<file path="config.mk">
export PLATFORM = sky130hd
export DESIGN_NAME = seq_mult
export DESIGN_NICKNAME = d
export VERILOG_FILES = /design/src/rtl/mult_pkg.sv /design/src/rtl/mult_sign_fix.sv /design/src/rtl/seq_mult.sv
export SDC_FILE = /design/constraint.sdc
export NUM_CORES = 1
export LEC_CHECK = 0
export BUFFER_PORTS_ARGS = -buffer_cell sky130_fd_sc_hd__clkbuf_2
export CAP_MARGIN = 20
export CORE_MARGIN = 2
export CORE_UTILIZATION = 50
export CTS_BUF_LIST = sky130_fd_sc_hd__clkbuf_4 sky130_fd_sc_hd__clkbuf_8
export DETAILED_ROUTE_END_ITERATION = 16
export MAX_ROUTING_LAYER = met4
export PLACE_DENSITY = 0.69
export SLEW_MARGIN = 10
export SYNTH_ARGS = -nofsm -noshare
export SYNTH_HDL_FRONTEND = slang
export SYNTH_SLANG_ARGS = --single-unit
</file>
<file path="constraint.sdc">
create_clock -name clock -period 5.1 [get_ports clock]
set_input_delay 0.51 -clock clock [delete_from_list [all_inputs] [get_ports clock]]
set_output_delay 0.51 -clock clock [all_outputs]
set_load 0.005 [all_outputs]
</file>
<file path="src/rtl/mult_pkg.sv">
// Shared definitions for the sequential multiplier.
//   MULT_WIDTH : default operand width (hi/lo are each this wide)
//   MULT_CNT_W : iteration counter width for the default operand width
//   state_e    : controller states IDLE/RUN/FIX
package mult_pkg;

    localparam int MULT_WIDTH = 32;
    localparam int MULT_CNT_W = 5;

    typedef enum logic [1:0] {
        IDLE = 2'b00,
        RUN  = 2'b01,
        FIX  = 2'b10
    } state_e;

endpackage : mult_pkg

</file>
<file path="src/rtl/mult_sign_fix.sv">
// Combinational sign handling around the unsigned shift-add core.
// Converts operands to unsigned magnitudes at start capture, and conditionally
// negates the unsigned 2*WIDTH accumulator when the result must be negative.
//   a, b       : raw operands
//   is_signed  : 1 = treat operands as two's complement
//   sa, sb     : operand sign flags (always 0 for unsigned operations)
//   mag_a/b    : unsigned magnitudes; |most-negative| is itself as unsigned
//   acc        : unsigned product accumulator
//   negate     : 1 = result is negative
//   acc_fixed  : acc, or its two's-complement negation when negate=1
module mult_sign_fix #(
    parameter int WIDTH = 32
) (
    input  logic [WIDTH-1:0]   a,
    input  logic [WIDTH-1:0]   b,
    input  logic               is_signed,
    output logic               sa,
    output logic               sb,
    output logic [WIDTH-1:0]   mag_a,
    output logic [WIDTH-1:0]   mag_b,
    input  logic [2*WIDTH-1:0] acc,
    input  logic               negate,
    output logic [2*WIDTH-1:0] acc_fixed
);

    assign sa = is_signed & a[WIDTH-1];
    assign sb = is_signed & b[WIDTH-1];

    // Negating the most-negative value wraps back to itself, which is exactly
    // its magnitude when read as unsigned, so no overflow handling is needed.
    assign mag_a = sa ? (~a + WIDTH'(1)) : a;
    assign mag_b = sb ? (~b + WIDTH'(1)) : b;

    assign acc_fixed = negate ? (~acc + (2*WIDTH)'(1)) : acc;

endmodule : mult_sign_fix

</file>
<file path="src/rtl/seq_mult.sv">
// Iterative radix-2 shift-add multiplier for MULT/MULTU.
// One partial product per clock; 34 edges from start to done falling.
//   clock     : rising-edge clock
//   reset     : asynchronous active-low reset
//   a, b      : operands, sampled only when start=1
//   is_signed : 1 = signed multiply, sampled when start=1
//   start     : begin (or restart) an operation; wins in every state
//   busy      : high while an operation is in progress
//   done      : one-cycle pulse when hi/lo take the new product
//   hi, lo    : upper/lower halves of the product, held until the next FIX
module seq_mult
    import mult_pkg::*;
#(
    parameter int WIDTH = MULT_WIDTH
) (
    input  logic             clock,
    input  logic             reset,
    input  logic [WIDTH-1:0] a,
    input  logic [WIDTH-1:0] b,
    input  logic             is_signed,
    input  logic             start,
    output logic             busy,
    output logic             done,
    output logic [WIDTH-1:0] hi,
    output logic [WIDTH-1:0] lo
);

    localparam int CNT_W = $clog2(WIDTH);

    state_e             state_q, state_d;
    logic [CNT_W-1:0]   count_q, count_d;
    logic [WIDTH-1:0]   mag_a_q, mag_a_d;
    logic [WIDTH-1:0]   mag_b_q, mag_b_d;
    logic               neg_q, neg_d;
    logic [2*WIDTH-1:0] acc_q, acc_d;
    logic [WIDTH-1:0]   hi_q, hi_d;
    logic [WIDTH-1:0]   lo_q, lo_d;
    logic               done_q, done_d;

    logic               sa, sb;
    logic [WIDTH-1:0]   mag_a_in, mag_b_in;
    logic [2*WIDTH-1:0] acc_fixed;
    logic [2*WIDTH-1:0] partial;

    mult_sign_fix #(.WIDTH(WIDTH)) u_sign_fix (
        .a         (a),
        .b         (b),
        .is_signed (is_signed),
        .sa        (sa),
        .sb        (sb),
        .mag_a     (mag_a_in),
        .mag_b     (mag_b_in),
        .acc       (acc_q),
        .negate    (neg_q),
        .acc_fixed (acc_fixed)
    );

    assign partial = {{WIDTH{1'b0}}, mag_a_q} << count_q;

    // NOTE: every variable gets a default before the case so no path leaves it
    // unassigned; otherwise synthesis infers a latch.
    always_comb begin
        state_d = state_q;
        count_d = count_q;
        mag_a_d = mag_a_q;
        mag_b_d = mag_b_q;
        neg_d   = neg_q;
        acc_d   = acc_q;
        hi_d    = hi_q;
        lo_d    = lo_q;
        done_d  = 1'b0;

        if (start) begin
            // Restart has priority over RUN and FIX: the aborted operation
            // never reaches hi/lo and never pulses done.
            state_d = RUN;
            count_d = '0;
            mag_a_d = mag_a_in;
            mag_b_d = mag_b_in;
            neg_d   = sa ^ sb;
            acc_d   = '0;
        end else begin
            case (state_q)
                IDLE: ;
                RUN: begin
                    if (mag_b_q[count_q]) begin
                        acc_d = acc_q + partial;
                    end
                    count_d = count_q + CNT_W'(1);
                    if (count_q == CNT_W'(WIDTH - 1)) begin
                        state_d = FIX;
                    end
                end
                FIX: begin
                    {hi_d, lo_d} = acc_fixed;
                    done_d       = 1'b1;
                    state_d      = IDLE;
                end
                default: state_d = IDLE;
            endcase
        end
    end

    // NOTE: state registers use non-blocking assignments so every flop samples
    // the pre-edge value of every other flop, independent of statement order.
    always_ff @(posedge clock or negedge reset) begin
        if (!reset) begin
            state_q <= IDLE;
            count_q <= '0;
            mag_a_q <= '0;
            mag_b_q <= '0;
            neg_q   <= 1'b0;
            acc_q   <= '0;
            hi_q    <= '0;
            lo_q    <= '0;
            done_q  <= 1'b0;
        end else begin
            state_q <= state_d;
            count_q <= count_d;
            mag_a_q <= mag_a_d;
            mag_b_q <= mag_b_d;
            neg_q   <= neg_d;
            acc_q   <= acc_d;
            hi_q    <= hi_d;
            lo_q    <= lo_d;
            done_q  <= done_d;
        end
    end

    assign busy = (state_q != IDLE);
    assign done = done_q;
    assign hi   = hi_q;
    assign lo   = lo_q;

endmodule : seq_mult

</file>
==> results.sh, run 1 <==
export IMPL_pre_cts_ws_ps=-80.2
export IMPL_p_leak_nw=7.94
export IMPL_place_area_sq_mm=0.0173
export IMPL_rr_worst_depth=15
export IMPL_drive_gt1_frac=0.163
export IMPL_cts_path_max_buffers=3
export IMPL_hold_class="in -> async"
export IMPL_vias_per_cell=5.90
export IMPL_layout_min_cycle_time_ps=4830
export IMPL_ctsRootBufferMaster="clkbuf_8"
export IMPL_wl_per_cell_um=18.8
export IMPL_synth_cell_types=89
export IMPL_dominantRegCellSynth="dfrtp_1"
export IMPL_instances_no_fill=2497
export IMPL_synthesis_nets=2081
export IMPL_overflow=0
export IMPL_n_antenna_cell=0
export IMPL_total_power_mw=7.13
export IMPL_fmax_mhz=207
export IMPL_hold_violations=3
export IMPL_die_x_um=185
export IMPL_numPortBuffers=133
export IMPL_outcome="finished, violations left"
export IMPL_num_vias=14700
export IMPL_grt_pass1_vias=14000
export IMPL_end_kind="register"
export IMPL_worstPathMaxFanout=12
export IMPL_stdcell_area_sq_mm=0.0181
export IMPL_setup_viol=0
export IMPL_worst_slew_pin_slew_ps=849
export IMPL_power_density_mw_per_mm2=393
export IMPL_std_cell_rows=66
export IMPL_setup_ws_ps=269
export IMPL_pin_count=134
export IMPL_drt_iter0_drc=1227
export IMPL_cts_buffers=37
export IMPL_crit_start="count_q[0]"
export IMPL_place_inst=2431
export IMPL_post_dp_hpwl_um=36000
export IMPL_crit_type="reg -> reg"
export IMPL_r2r_end="acc_q[42]"
export IMPL_nets=2167
export IMPL_rsz0062_at_grt="false"
export IMPL_ys_ff_latch=201
export IMPL_h_tree_depth=2
export IMPL_coreArea_sq_mm=0.0323
export IMPL_finalCoreUtilization=0.562
export IMPL_async_reset_ff_frac=1.00
export IMPL_synth_edff_count=0
export IMPL_skew_ps=41.6
export IMPL_cts_sinks=201
export IMPL_violations="hold timing"
export IMPL_synth_cells=1944
export IMPL_r2r_slack_ps=270
export IMPL_clk_pin_slew_ps=70
export IMPL_place_congestion=1.03
export IMPL_yosysWarnings=0
export IMPL_relSlewSlack=0.434
export IMPL_antenna_found_initial=0
export IMPL_final_max_slew_viol_count=0
export IMPL_holdWs_ps=-10.6
export IMPL_route_detailed_drc=0
export IMPL_drtAntennaViolNets=0
export IMPL_fin_tns_setup_ps=0
export IMPL_finalCritPeriodShare=0.947
export IMPL_syn2layout_area_growth_pct=11.4
export IMPL_start_util=0.505
export IMPL_vdd_drop_max_mv=0.181
export IMPL_worstPathRequired_ps=5560
export IMPL_grt_usage=0.285
export IMPL_fp_dieH_um=185
export IMPL_drtPass1Iterations=5
export IMPL_max_cap_violations=0
export IMPL_wl_um=46900
export IMPL_syn_area_per_cell_sq_um=8.38
export IMPL_cts_tree="done"
export IMPL_critPathLaunchType="register"
export IMPL_synth_seq_area_share=0.309
export IMPL_grt_max_degree=117
export IMPL_r2r_start="count_q[0]"
export IMPL_grt_pass1_wl_um=74900
export IMPL_synth_cell_area_sq_mm=0.0163
export IMPL_critPathArrivalTime_ps=5290
export IMPL_die_area_sq_mm=0.0340
export IMPL_clkLatencyLatePin_ps=570
-- power breakdown --
group	internal, mW	leakage (nW)	switching (mW)
Clock	0.983	0.421	0.706
Combinational	1.33	4.92	1.98
Sequential	1.79	2.60	0.349
-- registers in the layout, summed over array words and instances, names as in the netlist --
signal and count:
acc_q 64, hi 32, lo 32, mag_a_q 32, mag_b_q 32, count_q 5, state_q 2, done 1
neg_q 1
-- cell usage in the layout (no fill, tap or decap), types with 8 or more instances in the layout --
master and n:
dfrtp_1 199, clkbuf_2 131, inv_1 38, a211oi_1 12, mux2_2 30, ha_1 68, xor2_1 102, o21ai_0 172
and3_1 15, nand3_1 27, clkbuf_8 47, o22ai_1 19, nor2b_1 14, nand4_1 16, o21bai_1 17, nor3_1 35
nand2b_1 15, nand2_1 228, nor4_1 18, or4_1 11, o31ai_1 23, xnor2_1 63, o21a_1 12, nand3b_1 13
a21oi_1 184, nor2_1 206, or3_1 19, mux2i_1 72, buf_4 26, a31oi_1 12, a21o_1 30, mux4_2 29
o41ai_1 8, and2_1 9, clkbuf_4 9
-- how the worst max path moves through the flow --
stage | endpoint | slack (ps) | cells past startpoint
after floorplan | acc_q[63] | 710 | 19
after global placement | acc_q[60] | -5 | 15
after detailed placement | acc_q[60] | -80 | 16
after CTS | acc_q[60] | 30 | 16
after global routing | acc_q[42] | 10 | 15
final | acc_q[42] | 270 | 15
-- worst max-delay path: stages (launching register included) --
cell	delay, ps
dfrtp_4	550
buf_6	200
mux4_2	540
mux2i_1	210
mux2_2	240
o22ai_1	100
ha_1	460
nand3_1	170
nor4_2	380
o311ai_2	290
a2111oi_4	500
o21ai_2	170
a21oi_2	220
a21oi_1	130
or4_1	400
a31oi_1	170
-- what timing repair did --
item | 4_1_cts | 5_1_grt
hold buffers | 0 | 0
hold endpoints to repair | 0 | 0
setup buffers | 0 | 2
endpoints found under the setup margin | 3 | 12
pin swaps | 0 | 1
gates resized for setup | 1 | 10
-- layer usage --
layer	global-route usage	wire, um	vias to the layer above
li1	-	-	7207
met1	0.393	22100	6919
met2	0.426	20300	492
met3	0.0480	3060	111
met4	0.0976	1480	0
met5	-	0	-
-- synthesized netlist by cell type (5+ instances only) --
cell type | count | share of area
o21a_1 | 12 | 0.0055
nor2b_1 | 14 | 0.0054
nand2b_1 | 15 | 0.0058
o22ai_1 | 19 | 0.0073
clkbuf_1 | 87 | 0.020
a21oi_1 | 186 | 0.057
a211oi_1 | 13 | 0.0060
a21o_1 | 30 | 0.014
nor4_1 | 18 | 0.0069
o41ai_1 | 8 | 0.0043
nor3_1 | 35 | 0.011
buf_1 | 13 | 0.0030
o21ai_0 | 173 | 0.053
dfrtp_1 | 201 | 0.31
and2_1 | 9 | 0.0035
a31oi_1 | 12 | 0.0046
or3_1 | 19 | 0.0073
inv_1 | 38 | 0.0088
nand3b_1 | 13 | 0.0060
and3_1 | 15 | 0.0058
or2_2 | 6 | 0.0023
xor2_1 | 102 | 0.055
o21bai_1 | 17 | 0.0078
mux2i_1 | 72 | 0.044
nor3b_1 | 6 | 0.0028
o31ai_1 | 23 | 0.011
nor2_1 | 207 | 0.048
ha_1 | 68 | 0.052
a21boi_0 | 6 | 0.0028
or4_1 | 11 | 0.0051
mux2_2 | 30 | 0.021
o211ai_1 | 5 | 0.0023
mux4_2 | 29 | 0.040
nand3_1 | 27 | 0.0083
nand4_1 | 16 | 0.0061
xnor2_1 | 63 | 0.034
o21ai_1 | 6 | 0.0018
nand2_1 | 228 | 0.053
buf_2 | 11 | 0.0034
-- cell families after synthesis --
| group | after synthesis | share of synthesized area |
|---|---|---|
| and+or+nand+nor | 658 | 0.189 |
| adders and majority gates | 69 | 0.0534 |
| xor gates and xnor gates | 165 | 0.0887 |
| DFF | 201 | 0.309 |
| AOI/OAI and AO/OA | 566 | 0.216 |
| buffers and inverters | 153 | 0.0379 |
| muxes | 132 | 0.106 |
-- cell type report --
type	count	area, sq um
Sequential cell	201	5030
Tap cell	442	553
Clock inverter	9	104
Clock buffer	55	701
Fill cell	2969	14100
Timing Repair Buffer	162	918
Inverter	38	143
Multi-Input combinational cell	1590	10700
Note: power is estimated with default switching activity, not from simulation.
==> run 2, diff against run 1 <==
--- a/config.mk
+++ b/config.mk
@@ -5,14 +5,16 @@
 export SDC_FILE = /design/constraint.sdc
 export NUM_CORES = 1
 export LEC_CHECK = 0
-export BUFFER_PORTS_ARGS = -buffer_cell sky130_fd_sc_hd__clkbuf_2
 export CAP_MARGIN = 20
+export CELL_PAD_IN_SITES_DETAIL_PLACEMENT = 1
+export CELL_PAD_IN_SITES_GLOBAL_PLACEMENT = 2
 export CORE_MARGIN = 2
-export CORE_UTILIZATION = 50
+export CORE_UTILIZATION = 41
 export CTS_BUF_LIST = sky130_fd_sc_hd__clkbuf_4 sky130_fd_sc_hd__clkbuf_8
 export DETAILED_ROUTE_END_ITERATION = 16
+export DONT_BUFFER_PORTS = 1
 export MAX_ROUTING_LAYER = met4
-export PLACE_DENSITY = 0.69
+export PLACE_DENSITY_LB_ADDON = 0.1
 export SLEW_MARGIN = 10
 export SYNTH_ARGS = -nofsm -noshare
 export SYNTH_HDL_FRONTEND = slang
==> results.sh, run 2 (synthesized netlist as in run 1, its figures left out) <==
export IMPL_grt_usage=0.271
export IMPL_vias_per_cell=5.88
export IMPL_wl_um=54000
export IMPL_worstPathRequired_ps=5560
export IMPL_grt_max_degree=202
export IMPL_std_cell_rows=73
export IMPL_p_leak_nw=7.38
export IMPL_critPathLaunchType="register"
export IMPL_met1_length_um=26300
export IMPL_post_cts_buffers=0
export IMPL_outcome="complete, no violations"
export IMPL_drt_iter0_drc=793
export IMPL_multi_input_area_sq_mm=0.0107
export IMPL_finalCritPeriodShare=0.983
export IMPL_worstPathMaxFanout=17
export IMPL_end_kind="register"
export IMPL_critPathArrivalTime_ps=5480
export IMPL_coreArea_sq_mm=0.0395
export IMPL_drtPass1Iterations=6
export IMPL_relSlewSlack=0.300
export IMPL_num_vias=14400
export IMPL_final_cell_mix="228 x nand2_1, 207 x nor2_1, 198 x dfrtp_1, 186 x a21oi_1, 170 x o21ai_0"
export IMPL_cts_path_max_buffers=3
export IMPL_die_area_sq_mm=0.0413
export IMPL_clkLatencyLatePin_ps=590
export IMPL_h_tree_depth=2
export IMPL_start_util=0.413
export IMPL_final_common_cell="nand2_1"
export IMPL_wl_per_cell_um=22.0
export IMPL_numPortBuffers=0
export IMPL_layout_min_cycle_time_ps=5020
export IMPL_overflow=0
export IMPL_cts_sinks=201
export IMPL_post_dp_hpwl_um=41200
export IMPL_rr_worst_depth=14
export IMPL_crit_slowest_cell="mux4_2"
export IMPL_worst_slew_pin_slew_ps=1050
export IMPL_place_congestion=0.925
export IMPL_hold_violations=0
export IMPL_power_density_mw_per_mm2=410
export IMPL_largest_reg_flops=64
export IMPL_cts_buffers=39
export IMPL_max_cap_violations=0
export IMPL_ctsRootBufferMaster="clkbuf_8"
export IMPL_n_antenna_cell=0
export IMPL_hold_class="in -> async"
export IMPL_r2r_end="acc_q[61]"
export IMPL_syn2layout_area_growth_pct=8.26
export IMPL_pin_count=134
export IMPL_nets=2041
export IMPL_top_layer="met4"
export IMPL_finalCoreUtilization=0.447
export IMPL_instances_no_fill=2453
export IMPL_setup_viol=0
export IMPL_cts_tree="done"
export IMPL_final_max_slew_viol_count=0
export IMPL_path_delay_family="multiplexers"
export IMPL_r2r_start="count_q[0]"
export IMPL_drtAntennaViolNets=0
export IMPL_regMostFlops="acc_q"
export IMPL_clk_pin_slew_ps=60
export IMPL_crit_type="reg -> reg"
export IMPL_critPathMaxStageDelay_ps=540
export IMPL_place_inst=2384
export IMPL_wl_met3_um=2300
export IMPL_fp_dieH_um=203
export IMPL_r2r_slack_ps=80
export IMPL_vdd_drop_max_mv=0.146
export IMPL_antenna_found_initial=0
export IMPL_route_detailed_drc=0
export IMPL_fillers=4732
export IMPL_skew_ps=19.2
export IMPL_crit_chain="buf_4 -> mux4_2 -> mux2_2 -> a21oi_1 -> mux2i_1 -> ha_1 -> nand4_1 -> nor3_1 -> nand2_1 -> nor4_1 -> o21ai_1 -> a31oi_2 -> mux2i_1 -> nand2_1"
export IMPL_grt_pass1_vias=14900
export IMPL_grt_pass1_wl_um=85900
export IMPL_rsz0062_at_grt="false"
export IMPL_wl_met2_um=24400
export IMPL_fmax_mhz=199
export IMPL_total_power_mw=7.24
export IMPL_worst_path_buf_inv=1
export IMPL_final_seq_area_sq_mm=0.00503
export IMPL_die_x_um=203
export IMPL_drive_gt1_frac=0.106
-- run 2: changes by cell type in the layout (fill, tap and decap cells not counted), sizes merged --
cell         previous run  this run
clkinvlp                2         1
clkbuf                187        58
inv                    39        38
dlygate4sd3             0         2
buf                    30        32
-- run 2: cell type report --
class | count | share of cell area
multi-input combinational | 1590 | 0.606
sequential | 201 | 0.285
timing repair buffer | 34 | 0.0180
tap | 525 | 0.0372
clock buffer | 58 | 0.0403
clock inverter | 7 | 0.00497
inverter | 38 | 0.00809
-- run 2: power breakdown --
part	total, mW	leakage (nW)	switching (mW)	internal (mW)
registers	2.16	2.60	0.375	1.79
clock network	1.70	0.425	0.709	0.986
logic	3.38	4.36	2.04	1.34
-- run 2: per-stage QoR --
step | setup TNS [ps] | setup WS [ps] | hold WS (ps) | area [sq um]
after floorplan | 0 | 710 | 214 | 16300
after global placement | 0 | 3.12 | 219 | 16700
after detailed placement | -205 | -72.7 | 219 | 16700
after CTS | 0 | 95.1 | 0.497 | 17600
after global routing | 0 | 1.75 | 11.3 | 17600
final | 0 | 84.6 | 4.32 | 17600
-- run 2: worst max path at each step --
| stage | start | depth (start not counted) | endpoint |
|---|---|---|---|
| after global placement | count_q[0] | 16 | acc_q[55] |
| after detailed placement | count_q[0] | 15 | acc_q[63] |
| after floorplan | count_q[0] | 19 | acc_q[63] |
| after CTS | count_q[0] | 15 | acc_q[63] |
| after global routing | count_q[0] | 15 | acc_q[37] |
| final | count_q[0] | 14 | acc_q[61] |
-- run 2: worst register-to-register path: cells and delay by family (launching register included) --
kind | cells | cell delay (ps)
simple gates | 5 | 1080
buf+inv | 1 | 290
mux | 4 | 1380
fa+ha+maj | 1 | 510
flops | 1 | 500
compound gates | 3 | 1140
-- run 2: layer usage --
layer,vias to the layer above,global-route usage
li1,6954,-
met1,7113,0.376
met2,288,0.419
met3,60,0.0385
met4,0,0.0649
met5,-,-
-- run 2: repair_timing --
action	CTS	global route
hold endpoints to repair	246	0
pin swaps	0	1
resized for setup	1	7
hold buffers	4	0
setup endpoints to repair	3	10
cloned	0	0
==> run 3, diff against run 2 <==
--- a/config.mk
+++ b/config.mk
@@ -8,7 +8,8 @@
 export CAP_MARGIN = 20
 export CELL_PAD_IN_SITES_DETAIL_PLACEMENT = 1
 export CELL_PAD_IN_SITES_GLOBAL_PLACEMENT = 2
-export CORE_MARGIN = 2
+export CORE_ASPECT_RATIO = 0.5
+export CORE_MARGIN = 4
 export CORE_UTILIZATION = 41
 export CTS_BUF_LIST = sky130_fd_sc_hd__clkbuf_4 sky130_fd_sc_hd__clkbuf_8
 export DETAILED_ROUTE_END_ITERATION = 16
==> results.sh, run 3 (synthesized netlist as in run 1, its figures left out) <==
export IMPL_wl_per_cell_um=23.6
export IMPL_rsz0062_at_grt="false"
export IMPL_route_detailed_drc=0
export IMPL_worstPathMaxFanout=8
export IMPL_die_area_sq_mm=0.0432
export IMPL_drive_gt1_frac=0.113
export IMPL_worst_slew_pin_slew_ps=1070
export IMPL_wl_met3_um=4270
export IMPL_regMostFlops="acc_q"
export IMPL_met1_length_um=29900
export IMPL_nets=2058
export IMPL_clk_pin_slew_ps=60
export IMPL_drtPass1Iterations=5
export IMPL_antenna_found_initial=4
export IMPL_ctsRootBufferMaster="clkbuf_8"
export IMPL_hold_class="in -> reg"
export IMPL_max_cap_violations=0
export IMPL_grt_pass1_vias=15000
export IMPL_worstPathRequired_ps=5510
export IMPL_cts_path_max_buffers=3
export IMPL_layout_min_cycle_time_ps=4800
export IMPL_numPortBuffers=0
export IMPL_coreArea_sq_mm=0.0391
export IMPL_post_dp_hpwl_um=44200
export IMPL_hold_violations=0
export IMPL_std_cell_rows=51
export IMPL_grt_usage=0.275
export IMPL_power_density_mw_per_mm2=421
export IMPL_cts_tree="done"
export IMPL_final_max_slew_viol_count=0
export IMPL_total_power_mw=7.49
export IMPL_p_leak_nw=7.47
export IMPL_fin_tns_setup_ps=0
export IMPL_num_vias=14800
export IMPL_start_util=0.417
export IMPL_holdPathStages=1
export IMPL_seq_power_share=0.295
export IMPL_final_common_cell="nand2_1"
export IMPL_fmax_mhz=208
export IMPL_crit_type="reg -> reg"
export IMPL_fp_dieH_um=149
export IMPL_clockPowerShare=0.238
export IMPL_syn2layout_area_growth_pct=9.10
export IMPL_grt_pass1_wl_um=91000
export IMPL_switching_share=0.439
export IMPL_clkLatencyLatePin_ps=580
export IMPL_outcome="complete, no violations"
export IMPL_vdd_drop_max_mv=0.182
export IMPL_finalCritPeriodShare=0.942
export IMPL_top_layer="met4"
export IMPL_drtAntennaViolNets=0
export IMPL_die_x_um=290
export IMPL_end_kind="register"
export IMPL_h_tree_depth=2
export IMPL_skew_ps=44.0
export IMPL_cts_sinks=201
export IMPL_drt_iter0_drc=990
export IMPL_cts_buffers=36
export IMPL_largest_reg_flops=64
export IMPL_final_cell_mix="228 x nand2_1, 207 x nor2_1, 198 x dfrtp_1, 186 x a21oi_1, 173 x o21ai_0"
export IMPL_wl_um=58500
export IMPL_vias_per_cell=5.97
export IMPL_pin_count=134
export IMPL_grt_max_degree=202
export IMPL_critPathLaunchType="register"
export IMPL_place_congestion=0.942
export IMPL_switchingPower_mw=3.29
export IMPL_rr_worst_depth=17
export IMPL_setup_viol=0
export IMPL_p_comb_frac=0.468
export IMPL_p_int_mw=4.20
export IMPL_critPathArrivalTime_ps=5210
export IMPL_wl_met2_um=23900
export IMPL_relSlewSlack=0.285
export IMPL_overflow=0
-- run 3: repair_timing --
item                       in CTS  in global routing
resized for setup               0                  3
setup endpoints to repair       0                  9
buffers inserted                0                  3
hold buffers                    3                  1
hold endpoints to repair      216                  2
-- run 3: stage by stage --
stage                     cells  worst slack, ps  instance area (sq um)  hold WS [ps]  utilization
final                      2478              297                  17800          15.6        0.455
after CTS                  2473              111                  17700        0.0822        0.454
after global placement     2406              315                  16900           222        0.432
after global routing       2478             10.9                  17800          2.69        0.455
after floorplan            1944              710                  16300           214            -
after detailed placement   2406              113                  16900           221        0.432
-- run 3: cell type report --
cell class	count	area, sq um
Antenna cell	1	2.50
Clock buffer	59	699
Clock inverter	5	104
Fill cell	4643	21300
Inverter	38	143
Multi-Input combinational cell	1590	10700
Sequential cell	201	5030
Tap cell	530	663
Timing Repair Buffer	54	445
-- run 3: worst paths after layout --
kind                       startpoint  slack, ps          to
min reg2reg                    hi[12]        500      hi[12]
min in group asynchronous       reset         40   acc_q[36]
max reg2reg                count_q[0]        300   acc_q[60]
min                             start         20   acc_q[11]
max in group asynchronous       reset       4130  count_q[2]
max                        count_q[0]        300   acc_q[60]
-- run 3: per-layer routing --
metal  vias to the layer above  track usage
li1                       6979            -
met1                      7432        0.411
met2                       350        0.389
met3                        40       0.0622
met4                         0       0.0353
met5                         -            -
-- run 3: worst max-delay path, cell delays in order, from the launching register on --
cell       delay [ps]
dfrtp_2           470
buf_4             200
mux2_2            360
o21ai_0           250
nor2_1             70
a21oi_1           240
mux2_2            250
nor2_1             60
ha_1              410
nand3_1           180
nor4_2            380
o311ai_2          280
a2111oi_4         490
o21ai_1           220
a31oi_2           330
a41o_1            260
a211o_1           130
o221ai_1           90
-- run 3: power by group through the flow --
stage / Sequential [mW] / Combinational [mW] / Clock [mW]
global route: 2.23 / 3.86 / 1.90
floorplan: 2.01 / 2.53 / 0
finish: 2.21 / 3.50 / 1.78
global placement: 2.21 / 3.33 / 0
CTS: 2.19 / 3.45 / 1.82
detailed placement: 2.22 / 3.38 / 0
